[config.mk]
export PLATFORM = sky130hd
export DESIGN_NAME = pattern_det
export DESIGN_NICKNAME = d
export VERILOG_FILES = /design/src/rtl/pattern_det.sv
export SDC_FILE = /design/constraint.sdc
export NUM_CORES = 1
export LEC_CHECK = 0
export ABC_AREA = 0
export ABC_CLOCK_PERIOD_IN_PS = 3220
export CORE_MARGIN = 5
export CORE_UTILIZATION = 54
export DETAILED_ROUTE_END_ITERATION = 16
export PLACE_DENSITY_LB_ADDON = 0.05
export SLEW_MARGIN = 25
export SYNTH_ARGS = -nofsm -noshare
export SYNTH_HDL_FRONTEND = slang
export SYNTH_SLANG_ARGS = --single-unit
[constraint.sdc]
create_clock -name clk -period 3.22 [get_ports clk]
set_input_delay 0.805 -clock clk [delete_from_list [all_inputs] [get_ports clk]]
set_output_delay 0.805 -clock clk [all_outputs]
set_load 0.01 [all_outputs]
[src/rtl/pattern_det.sv]
// rtl/pattern_det.sv - runtime-programmable masked serial bit-pattern detector
// Optional saturating match counter enabled by defining PATTERN_DET_COUNT_EN.
module pattern_det #(
  parameter int MAX_LEN = 8,
  parameter int CNT_W   = 16
) (
  input  logic                         clk,
  input  logic                         rst,
  input  logic                         din_valid,
  input  logic                         din,
  input  logic                         cfg_load,
  input  logic [MAX_LEN-1:0]           cfg_pattern,
  input  logic [MAX_LEN-1:0]           cfg_mask,
  input  logic [$clog2(MAX_LEN+1)-1:0] cfg_len,
  input  logic                         cfg_overlap,
  output logic                         detected,
  output logic                         armed,
  input  logic                         count_clr,
  output logic [CNT_W-1:0]             match_count
);

  localparam int LEN_W = $clog2(MAX_LEN+1);
  localparam logic [LEN_W-1:0] FILL_MAX = LEN_W'(MAX_LEN);
  localparam logic [LEN_W:0]   ONE_W    = (LEN_W+1)'(1);

  typedef enum logic [1:0] {EMPTY = 2'd0, FILLING = 2'd1, ARMED = 2'd2} state_t;

  state_t             state_q, state_d;
  logic [MAX_LEN-1:0] hist_q, hist_d;
  logic [MAX_LEN-1:0] pat_q, pat_d;
  logic [MAX_LEN-1:0] mask_q, mask_d;
  logic [LEN_W-1:0]   len_q, len_d;
  logic [LEN_W-1:0]   fill_q, fill_d;
  logic               ovl_q, ovl_d;
  logic               det_q, det_d;

  logic [MAX_LEN-1:0] lenmask;
  logic [MAX_LEN-1:0] hist_next;
  logic [LEN_W:0]     fill_p1;
  logic [LEN_W:0]     len_m1;
  logic               match;

  // Next-state logic: config latch, history shift, match evaluation and FSM transitions.
  always_comb begin
    state_d   = state_q;
    hist_d    = hist_q;
    pat_d     = pat_q;
    mask_d    = mask_q;
    len_d     = len_q;
    fill_d    = fill_q;
    ovl_d     = ovl_q;
    det_d     = 1'b0;
    match     = 1'b0;
    lenmask   = '0;
    for (int i = 0; i < MAX_LEN; i++) begin
      lenmask[i] = (i < int'(len_q));
    end
    hist_next = {hist_q[MAX_LEN-2:0], din};
    fill_p1   = {1'b0, fill_q} + ONE_W;
    len_m1    = {1'b0, len_q} - ONE_W;

    if (cfg_load) begin
      // A bit arriving with the load belongs to the old configuration and is dropped.
      pat_d   = cfg_pattern;
      mask_d  = cfg_mask;
      len_d   = (cfg_len > FILL_MAX) ? FILL_MAX : cfg_len;
      ovl_d   = cfg_overlap;
      hist_d  = '0;
      fill_d  = '0;
      state_d = EMPTY;
    end else if (din_valid) begin
      hist_d = hist_next;
      fill_d = (fill_q == FILL_MAX) ? fill_q : fill_p1[LEN_W-1:0];
      match  = (len_q != '0) && (fill_p1 >= {1'b0, len_q}) &&
               (((hist_next ^ pat_q) & mask_q & lenmask) == '0);
      det_d  = match;
      if (match && !ovl_q) begin
        // Non-overlapping: the next match must be built entirely from fresh bits.
        fill_d  = '0;
        state_d = EMPTY;
      end else begin
        case (state_q)
          EMPTY:   state_d = (len_q <= LEN_W'(2)) ? ARMED : FILLING;
          FILLING: state_d = (fill_p1 == len_m1) ? ARMED : FILLING;
          ARMED:   state_d = ARMED;
          default: state_d = EMPTY;
        endcase
      end
    end
  end

  // FSM state register.
  always_ff @(posedge clk) begin
    if (rst) state_q <= EMPTY;
    else     state_q <= state_d;
  end

  // Datapath and configuration registers.
  always_ff @(posedge clk) begin
    if (rst) begin
      hist_q <= '0;
      pat_q  <= '0;
      mask_q <= '0;
      len_q  <= '0;
      fill_q <= '0;
      ovl_q  <= 1'b0;
      det_q  <= 1'b0;
    end else begin
      hist_q <= hist_d;
      pat_q  <= pat_d;
      mask_q <= mask_d;
      len_q  <= len_d;
      fill_q <= fill_d;
      ovl_q  <= ovl_d;
      det_q  <= det_d;
    end
  end

  assign detected = det_q;
  assign armed    = (state_q == ARMED);

`ifdef PATTERN_DET_COUNT_EN
  logic [CNT_W-1:0] cnt_q;

  // Saturating match counter; clear has priority over a coincident match.
  always_ff @(posedge clk) begin
    if (rst)                          cnt_q <= '0;
    else if (count_clr)               cnt_q <= '0;
    else if (match && (cnt_q != '1))  cnt_q <= cnt_q + CNT_W'(1);
  end

  assign match_count = cnt_q;
`else
  logic unused_count_clr;
  assign unused_count_clr = count_clr;
  assign match_count      = '0;
`endif

endmodule

Word-level counts from Yosys, hierarchy flattened
Cells that the tools add are included.
Storage, ports and cells
  register bits after elaboration: 35
  input port bits: 27
  output and inout bits: 18
Cells by class
  add/subtract/negate cells: 2
  $lt $le $gt $ge: 11
  equal/unequal tests: 5
  multiplexer cells: 7
  bitwise logic cells: 4
  reduce and logical (&&, ||, !) cells: 10
Operators by type and width (number)
  8-bit AND: 2
  3-bit by 4-bit less-than comparator with 1-bit output (first input constant): 4
  4-bit 2-to-1 mux: 3
  8-bit zero test: 1
  1-bit by 4-bit less-than comparator with 1-bit output (first input constant): 2
  2-bit by 4-bit less-than comparator with 1-bit output (first input constant): 2
  8-bit XOR: 1
  2-bit 2-to-1 mux: 3
  2-bit one-hot mux with 3 select lines: 1
  4-bit by 1-bit adder with 5-bit output (second input constant): 1
  5-bit equality test: 1
  5-bit by 4-bit greater-or-equal comparator with 1-bit output: 1
  4-bit by 1-bit subtractor with 5-bit output (second input constant): 1
  4-bit equality test (second input constant): 1
  4-bit > comparator (second input constant): 1
  4-bit by 2-bit less-or-equal comparator with 1-bit output (second input constant): 1
  4-bit nonzero test: 1
  1-bit logical AND: 3
  3-bit OR reduction: 1
  2-bit by 1-bit equality test with 1-bit output (second input constant): 1
  2-bit equality test (second input constant): 1
  2-bit zero test: 1
  2-bit by 1-bit inequality test with 1-bit output (second input constant): 1
  2-bit AND reduction: 1
  other kinds (3): 3

Longest topological paths before layout
  depth after elaboration: 8
  gate-level depth with buffers: 10
  mapped depth without buffers: 9

Worst setup path before layout
Ideal clock, no wire load.
  kind: register -> register
  start point: register fill_q[2]
  end point: register fill_q[1]
  setup time: 0.116 ns
  data arrival time: 1.852 ns
  data required time: 3.104 ns
  path slack: 1.252 ns
  stages on the path, launching flop included: 11
  path buffers: 1
  clock period less this slack: 1.968 ns
  cell sequence: dfxtp_1 -> buf_2 -> nand3_1 -> xor2_2 -> inv_1 -> ha_1 -> o21ai_0 -> o21a_1 -> nor3_4 -> nand3_2 -> a41o_1
On the way
  word-level cells in the longest chain between the ends: 7
  elaborated cells between the ends (all ways): 9
  classes of those cells: add/sub: 1; order compare: 1; eq/ne: 2; mux: 1; reduce/logical: 4
Ends and longest elaborated chain
  start: declaration: RTL line 33  | logic [LEN_W-1:0] fill_q, fill_d;
  start signal: assignment: RTL line 113  | fill_q <= fill_d;
  4-bit by 1-bit adder with 5-bit output: RTL line 59  | fill_p1 = {1'b0, fill_q} + ONE_W;
  5-bit by 4-bit greater-or-equal comparator with 1-bit output: RTL line 74  | match = (len_q != '0) && (fill_p1 >= {1'b0, len_q}) &&
  1-bit logical AND (2 in series): RTL line 74
  1-bit logical AND: RTL line 77  | if (match && !ovl_q) begin
  2-bit by 1-bit inequality test with 1-bit output (no line)
  2-bit AND reduction (no line)
Several ways; a longest one is shown, not always the timed one.
A chain may end at the register's enable or synchronous reset.

Final worst setup path
  start point: register fill_q[0]
  end point: register fill_q[1]
The elaborated chain is that of the path after synthesis.

==> impl_metrics.tcl <==
set metrics [dict create \
    timing.critical_path.required_ns 3.40 \
    status "finished, final reports clean" \
    rsz_0062_raised_after_global_routing "false" \
    initial_core_util_pct 54.8 \
    core-area_um2 3610 \
    gp_congestion 0.911 \
    ff_latch_area_um2 701 \
    globalRouteOverflowTotal 0 \
    cts_hold_repair.buffers 0 \
    hold_path.class "reg2reg" \
    netlist_area_before_placement_um2 1980 \
    postCtsSetupRepairBufs 0 \
    drive_gt1_share_pct 8.82 \
    critical_path.cell_chain "ha_1, xor2_1, ha_1, o21ai_0, o21a_1, nor3_4, nand3_2, a41o_1" \
    core.rowCount 22 \
    die_w_um 70.5 \
    async_s_r_ff_share_synth_pct 0 \
    synth.yosys.warnings 0 \
    diodes 0 \
    vdd_drop_max_v 0.000320 \
    synthCells 211 \
    power_leakage_nw 1.02 \
    yosys_register_bits 35 \
    grt_antenna_before_repair 0 \
    post_drt_wl_per_cell_um 13.8 \
    critical_path.top_delay_family "compound AO/OA/AOI/OAI gates" \
    grt_pass1_vias 1395 \
    layout.nets 274 \
    routed_wl_um 3940 \
    post_cts.resized_instances 0 \
    ctsRootBufferMaster "sky130_fd_sc_hd__clkbuf_8" \
    die_area_um2 4970 \
    cp-start-kind "flip-flop" \
    die_boundary_height_um 70.5 \
    area_used_by_multi_input_combinational_logic_um2 1130 \
    io-pin-count 45 \
    critical_path.max_stage_delay_ns 0.45 \
    pre_cts_slack_ns 0.666 \
    worstSetupEndpointType "flip-flop" \
    insertion_delay_ns 0.28 \
    clkSinkCount 35 \
    timing.final.crit_period_ns 2.30 \
    mostFrequentLayoutCell "sky130_fd_sc_hd__dfxtp_1" \
    gr-usage-all-layers_pct 16.1 \
    hpwl_um 3080 \
    fmax_ghz 0.435 \
    critPathArrivalTime_ns 2.48 \
    drt-initial-drc-count 63 \
    vias 1480 \
    p_total_uw 971 \
    fin_ws_ns 0.924 \
    grt_max_degree 20 \
    final_antenna_net_count 0 \
    p_per_area_nw_per_um2 419 \
    cts_buffer_depth 2 \
    h_tree_depth 2 \
    min_period_over_period_pct 71.3 \
    crit_path_frequent_cell "sky130_fd_sc_hd__ha_1" \
    ys_dominant_reg_cell "sky130_fd_sc_hd__dfxtp_1" \
    synth_enable_flop_cells 0 \
    clock-skew-final_ns 0.00288 \
    placed_cells_incl_taps 278 \
    cts_tree "done" \
    detailedRoute.firstPassIterationCount 4 \
    synth_cell_type_count 44 \
    place.port_buffers 27 \
    worstSetupPathType "reg2reg" \
    worst-path-max-fanout 6 \
    layout.cells.most_common_list "35 x sky130_fd_sc_hd__dfxtp_1, 32 x sky130_fd_sc_hd__nor2_1, 27 x sky130_fd_sc_hd__clkdlybuf4s50_1" \
    instances_no_fill 286 \
    grt_pass1_wl_um 6340 \
    cts.clk_slew.worst_paths_ns 0.07 \
    final_max_slew_viol_count 0 \
    post_synth.cell_area_avg_um2 9.37 \
    setup_viol 0 \
    num-fill-cells 328 \
    crit_slowest_cell "sky130_fd_sc_hd__dfxtp_1" \
    post_detailed_route_drc_marker_count 0 \
    finalHoldViolCount 0 \
    cap_viol_max_count 0 \
    via_per_inst 5.17 \
    synth_sequential_area_ratio_pct 35.4 \
    cts-buffers-inserted 5 \
    syn2layout_area_growth_pct 17.3 \
    critical_path.n_buffers_inverters 0 \
    sum_of_negative_setup_slack_ns 0 \
]
cell type report:
cell class | count | area share, %
inverter | 8 | 1.29
timing repair buffer | 30 | 12.6
clock buffer | 7 | 4.15
multi-input combinational | 157 | 48.8
clock inverter | 1 | 0.324
sequential | 35 | 30.2
tap | 48 | 2.59
worst min-delay path: stages (launching register included):
cell	delay, ns
sky130_fd_sc_hd__dfxtp_1	0.32
sky130_fd_sc_hd__mux2i_1	0.06
sky130_fd_sc_hd__nor2_1	0.07
cell families after synthesis:
family,Yosys count,synth area share (%)
buffers and inverters,34,10.1
xor gates and xnor gates,14,6.58
muxes,26,13.2
DFF,35,35.4
AOI/OAI and AO/OA,33,14.2
and+or+nand+nor,58,13.9
other,1,0.190
adders and majority gates,10,6.33
registers in the layout, summed over array words and instances (netlist names):
register / cells
fill_q: 4
pat_q: 8
mask_q: 8
ovl_q: 1
hist_q: 7
state_q: 2
len_q: 4
detected: 1
stage by stage:
stage	instance area [um^2]	utilization, %	hold slack, ns
finish	2320	64.3	0.492
global route	2320	64.3	0.536
CTS	2320	64.3	0.499
detailed placement	2220	61.5	0.482
global placement	2220	61.5	0.476
floorplan	2030	-	0.454
cells in the mapped netlist (2+ instances only):
cell type,number,area share (%)
sky130_fd_sc_hd__o22ai_1,2,0.63
sky130_fd_sc_hd__nor3_1,4,1.0
sky130_fd_sc_hd__nand2_1,7,1.3
sky130_fd_sc_hd__a2bb2oi_1,2,0.89
sky130_fd_sc_hd__buf_4,19,7.2
sky130_fd_sc_hd__a21oi_1,3,0.76
sky130_fd_sc_hd__nand3_1,2,0.51
sky130_fd_sc_hd__nor2b_1,4,1.3
sky130_fd_sc_hd__inv_1,8,1.5
sky130_fd_sc_hd__o21ai_0,2,0.51
sky130_fd_sc_hd__clkbuf_1,6,1.1
sky130_fd_sc_hd__nor2_1,32,6.1
sky130_fd_sc_hd__xor2_1,9,4.0
sky130_fd_sc_hd__a31oi_1,3,0.95
sky130_fd_sc_hd__xnor2_1,4,1.8
sky130_fd_sc_hd__a32o_1,2,1.0
sky130_fd_sc_hd__ha_1,10,6.3
sky130_fd_sc_hd__a211oi_1,3,1.1
sky130_fd_sc_hd__o311ai_0,2,0.89
sky130_fd_sc_hd__and3_1,2,0.63
sky130_fd_sc_hd__a31o_2,2,0.89
sky130_fd_sc_hd__a22o_1,2,0.89
sky130_fd_sc_hd__mux2i_1,25,13
sky130_fd_sc_hd__nand3b_1,2,0.76
sky130_fd_sc_hd__dfxtp_1,35,35
power by group:
part	internal, mW	switching (mW)	total (mW)	leakage (nW)
clock	0.194	0.156	0.351	0.0505
combinational	0.0777	0.0741	0.152	0.681
sequential	0.451	0.0179	0.469	0.286
final timing paths:
check	from	end	slack (ns)	cells past startpoint
setup / recovery	fill_q[0]	fill_q[1]	0.92	8
hold / removal	mask_q[6]	mask_q[6]	0.49	2
setup reg to reg	fill_q[0]	fill_q[1]	0.92	8
hold reg to reg	mask_q[6]	mask_q[6]	0.49	2
routing by layer:
| layer | GRT usage (%) | wire, um | up-vias |
|---|---|---|---|
| met2 | 27.3 | 1990 | 36 |
| met4 | 6.38 | 36 | 0 |
| met5 | 0 | 0 | - |
| li1 | - | - | 749 |
| met1 | 19.1 | 1690 | 691 |
| met3 | 4.46 | 213 | 4 |
(Power assumes the default switching activity.)
==> patch 1: new RTL, same settings <==
Build with the macro `PATTERN_DET_COUNT_EN` defined.
--- a/src/rtl/pattern_det.sv
+++ b/src/rtl/pattern_det.sv
@@ -1,4 +1,6 @@
 // rtl/pattern_det.sv - runtime-programmable masked serial bit-pattern detector
 // Optional saturating match counter enabled by defining PATTERN_DET_COUNT_EN.
+`define PATTERN_DET_COUNT_EN
+
 module pattern_det #(
   parameter int MAX_LEN = 8,
Behaviour: not the same (Yosys sat finds a counterexample within 4 cycles, from zero or initial values and one cycle with rst high).
==> patch 1 against the unedited design <==
Count of clock-buffer cells in the layout shrank 1; power rose by 34%; utilization increased by 3.3 points; largest cell class unchanged; design area grew 37%; clock power is 36% higher; fmax decreased by 13%; routed wire length rose by 48%; critical path type unchanged; critical path depth unchanged; synthesized area grew 31%; final cell count up 34%; sequential cell count up 16; worst setup slack worse by 0.35 ns.
==> patch 1: results (changes against the unedited design) <==
Wire per inst: 15.2 um (was 13.8 um)
Root Buffer: clkbuf_8 (unchanged)
Num CTS Buffers: 5 (unchanged)
Met3 wire len: 233 um (was 213 um)
VDD IR max: 0.326 mV (was 0.320 mV)
Routed metal-1 wire length: 2780 um (was 1690 um)
CP max FO: 9 (was 6)
Netlist cell types: 49 (was 44)
DP HPWL: 4250 um (was 3080 um)
Pin count of the biggest net entering global routing: 28 (was 20)
Largest cells by area after synthesis: dfxtp_1, mux2i_1, ha_1 (was dfxtp_1, mux2i_1, buf_4)
Final Critical Period: 2.64 ns (was 2.30 ns)
Clock Latency Late Sink: 0.31 ns (was 0.28 ns)
GRT Total Usage: 19.5% (was 16.1%)
CP Capture Point: state_q[0] (was fill_q[1])
Final net count: 365 (was 274)
Setup Skew: 0.0104 ns (was 0.00288 ns)
Vias in the first global route: 2069 (was 1395)
DR WL met2: 2760 um (was 1990 um)
Number of DRC markers in iteration 0: 108 (was 63)
Sw frac: 24.1% (was 25.6%)
Status: complete, no violations (unchanged)
Routability Congestion: 0.886 (was 0.911)
Port Buffers: 44 (was 27)
Reg2Reg Setup Slack: 0.58 ns (was 0.92 ns)
CP max stage delay: 0.52 ns (was 0.45 ns)
Number of fillers in the final layout: 402 (was 328)
Leakage Power: 1.23 nW (was 1.02 nW)
Layout cells sized above 1: 4.86% (was 8.82%)
Clk pin slew, worst setup/hold paths: 0.10 ns (was 0.07 ns)
Top cells by count, synth: dfxtp_1, nor2_1, mux2i_1 (unchanged)
Pre-CTS setup slack: 0.335 ns (was 0.666 ns)
First-pass GRT wire length: 9770 um (was 6340 um)
Via count: 2210 (was 1480)
patch 1: worst min-delay path, cell delays in order, from the launching register on:
cell and delay, ns:
dfxtp_1 0.34, mux2i_1 0.06, nor2_1 0.07
patch 1: per-layer routing:
| metal | up-vias | track usage, % |
|---|---|---|
| met3 | 5 | 3.51 |
| met4 | 0 | 6.36 |
| met5 | - | 0 |
| met2 | 43 | 31.2 |
| met1 | 1051 | 26.4 |
| li1 | 1111 | - |
patch 1: final cells by class:
| cell class | instances | share of cell area, % |
|---|---|---|
| Clock buffer | 6 | 2.60 |
| Inverter | 8 | 0.946 |
| Clock inverter | 2 | 1.22 |
| Sequential cell | 51 | 32.2 |
| Timing Repair Buffer | 47 | 14.6 |
| Tap cell | 54 | 2.13 |
| Multi-Input combinational cell | 215 | 46.4 |
patch 1: worst min-delay path by stage:
stage	slack, ns	cells past startpoint	end	from
after CTS	0.51	2	ovl_q	ovl_q
after global placement	0.48	2	mask_q[0]	mask_q[0]
after floorplan	0.45	2	ovl_q	ovl_q
after global routing	0.53	2	mask_q[4]	mask_q[4]
final	0.51	2	ovl_q	ovl_q
after detailed placement	0.48	2	ovl_q	ovl_q
patch 1: cells by family (layout without fill, tap and decap cells):
family | after synthesis | count (layout) | share of synthesized area, %
AND/OR/NAND/NOR | 112 | 112 | 24.0
XOR/XNOR | 14 | 14 | 4.72
flip-flops | 51 | 51 | 39.3
multiplexers | 25 | 25 | 9.63
adder cells (fa/ha/maj) | 10 | 10 | 4.82
buffers and inverters | 23 | 63 | 4.00
AO/OA/AOI/OAI | 54 | 54 | 13.5
patch 1: power by group through the flow:
stage | sequential, mW | clock [mW] | combinational [mW]
4_1_cts | 0.665 | 0.488 | 0.156
3_5_place_dp | 0.680 | 0 | 0.156
5_1_grt | 0.668 | 0.510 | 0.173
2_1_floorplan | 0.673 | 0 | 0.103
3_3_place_gp | 0.679 | 0 | 0.154
6_report | 0.665 | 0.478 | 0.156
patch 1: stage by stage:
stage          cells  cell area (um^2)  hold WS [ns]  util [%]
6_report         383              3180         0.505      67.7
5_1_grt          383              3180         0.532      67.7
4_1_cts          383              3180         0.509      67.7
3_5_place_dp     375              3050         0.484      65.1
3_3_place_gp     375              3050         0.479      65.1
2_1_floorplan    289              2600         0.453         -
==> patch 2: new RTL, same flow settings <==
Without the edit above. Put one more register stage on the output `detected`, without a reset. The value now appears one clock later. The other outputs are not delayed to match.
--- a/src/rtl/pattern_det.sv
+++ b/src/rtl/pattern_det.sv
@@ -117,5 +117,7 @@
   end
 
-  assign detected = det_q;
+  always_ff @(posedge clk) begin
+    detected <= det_q;
+  end
   assign armed    = (state_q == ARMED);
 
Function: changed (Yosys sat finds a counterexample within 4 cycles, from zero or initial values and one cycle with rst high).
==> patch 2 against the unedited design <==
Routed wire length up 1.7%; sequential cell count rose by 1; critical path type unchanged; clock power shrank 5.7%; design area increased by 0.43%; fmax up 0.56%; synthesized area grew 1.0%; worst setup slack better by 0.013 ns; clock skew grew 0.0031 ns; sequential share of layout area is 0.73 points higher; sequential power is 3% higher; worst hold slack worse by 0.16 ns; largest power group unchanged; power decreased by 0.75%.
==> patch 2: results (changes against the unedited design) <==
Final worst hold slack: 0.330 ns (was 0.492 ns)
Met3 wire len: 168 um (was 213 um)
WL final: 4010 um (was 3940 um)
Met2 usage: 27.7% (was 27.3%)
Sw frac: 25.9% (was 25.6%)
First-pass GRT wire length: 6600 um (was 6340 um)
Top cells by count, synth: dfxtp_1, nor2_1, mux2i_1 (unchanged)
Leakage Power: 1.02 nW (about the same)
Storage cell area: 721 um^2 (was 701 um^2)
DP HPWL: 3170 um (was 3080 um)
GRT Total Usage: 16.5% (was 16.1%)
Vias in the first global route: 1479 (was 1395)
Fraction of area in multi-input gates: 48.6% (was 48.8%)
Seq power: 0.481 mW (was 0.469 mW)
Mux cell area share after synthesis: 13.1% (was 13.2%)
Register area share after synthesis: 36.1% (was 35.4%)
Final net count: 275 (was 274)
Vias/cell: 5.21 (was 5.17)
Number of DRC markers in iteration 0: 60 (was 63)
Compound-Gate Fraction of Synth Area: 14.0% (was 14.2%)
Number of fillers in the final layout: 316 (was 328)
Part of the cycle the worst path needs: 70.9% (was 71.3%)
Pre-CTS setup slack: 0.659 ns (was 0.666 ns)
M1 GR Usage: 19.8% (was 19.1%)
Status: complete, no violations (unchanged)
Layout cells sized above 1: 8.37% (was 8.82%)
## patch 2: per-stage QoR
| stage | util [%] | instance area (um^2) | cells |
|---|---|---|---|
| 3_5_place_dp | 61.5 | 2240 | 279 |
| 2_1_floorplan | - | 2050 | 227 |
| 4_1_cts | 64.1 | 2330 | 287 |
| 6_report | 64.1 | 2330 | 287 |
| 5_1_grt | 64.1 | 2330 | 287 |
| 3_3_place_gp | 61.5 | 2240 | 279 |
## patch 2: worst min path at each step
| stage | from | to | cells after the start |
|---|---|---|---|
| global route | det_q | detected | 0 |
| finish | det_q | detected | 0 |
| global placement | det_q | detected | 0 |
| floorplan | det_q | detected | 0 |
| detailed placement | det_q | detected | 0 |
| CTS | det_q | detected | 0 |
## patch 2: cells by family (layout without fill, tap and decap cells)
group	count (synthesis)	count (layout)
simple gates	58	58
flops	36	36
buf+inv	34	46
compound gates	33	33
mux	26	26
xor+xnor	14	14
fa+ha+maj	10	10
other cells	1	16
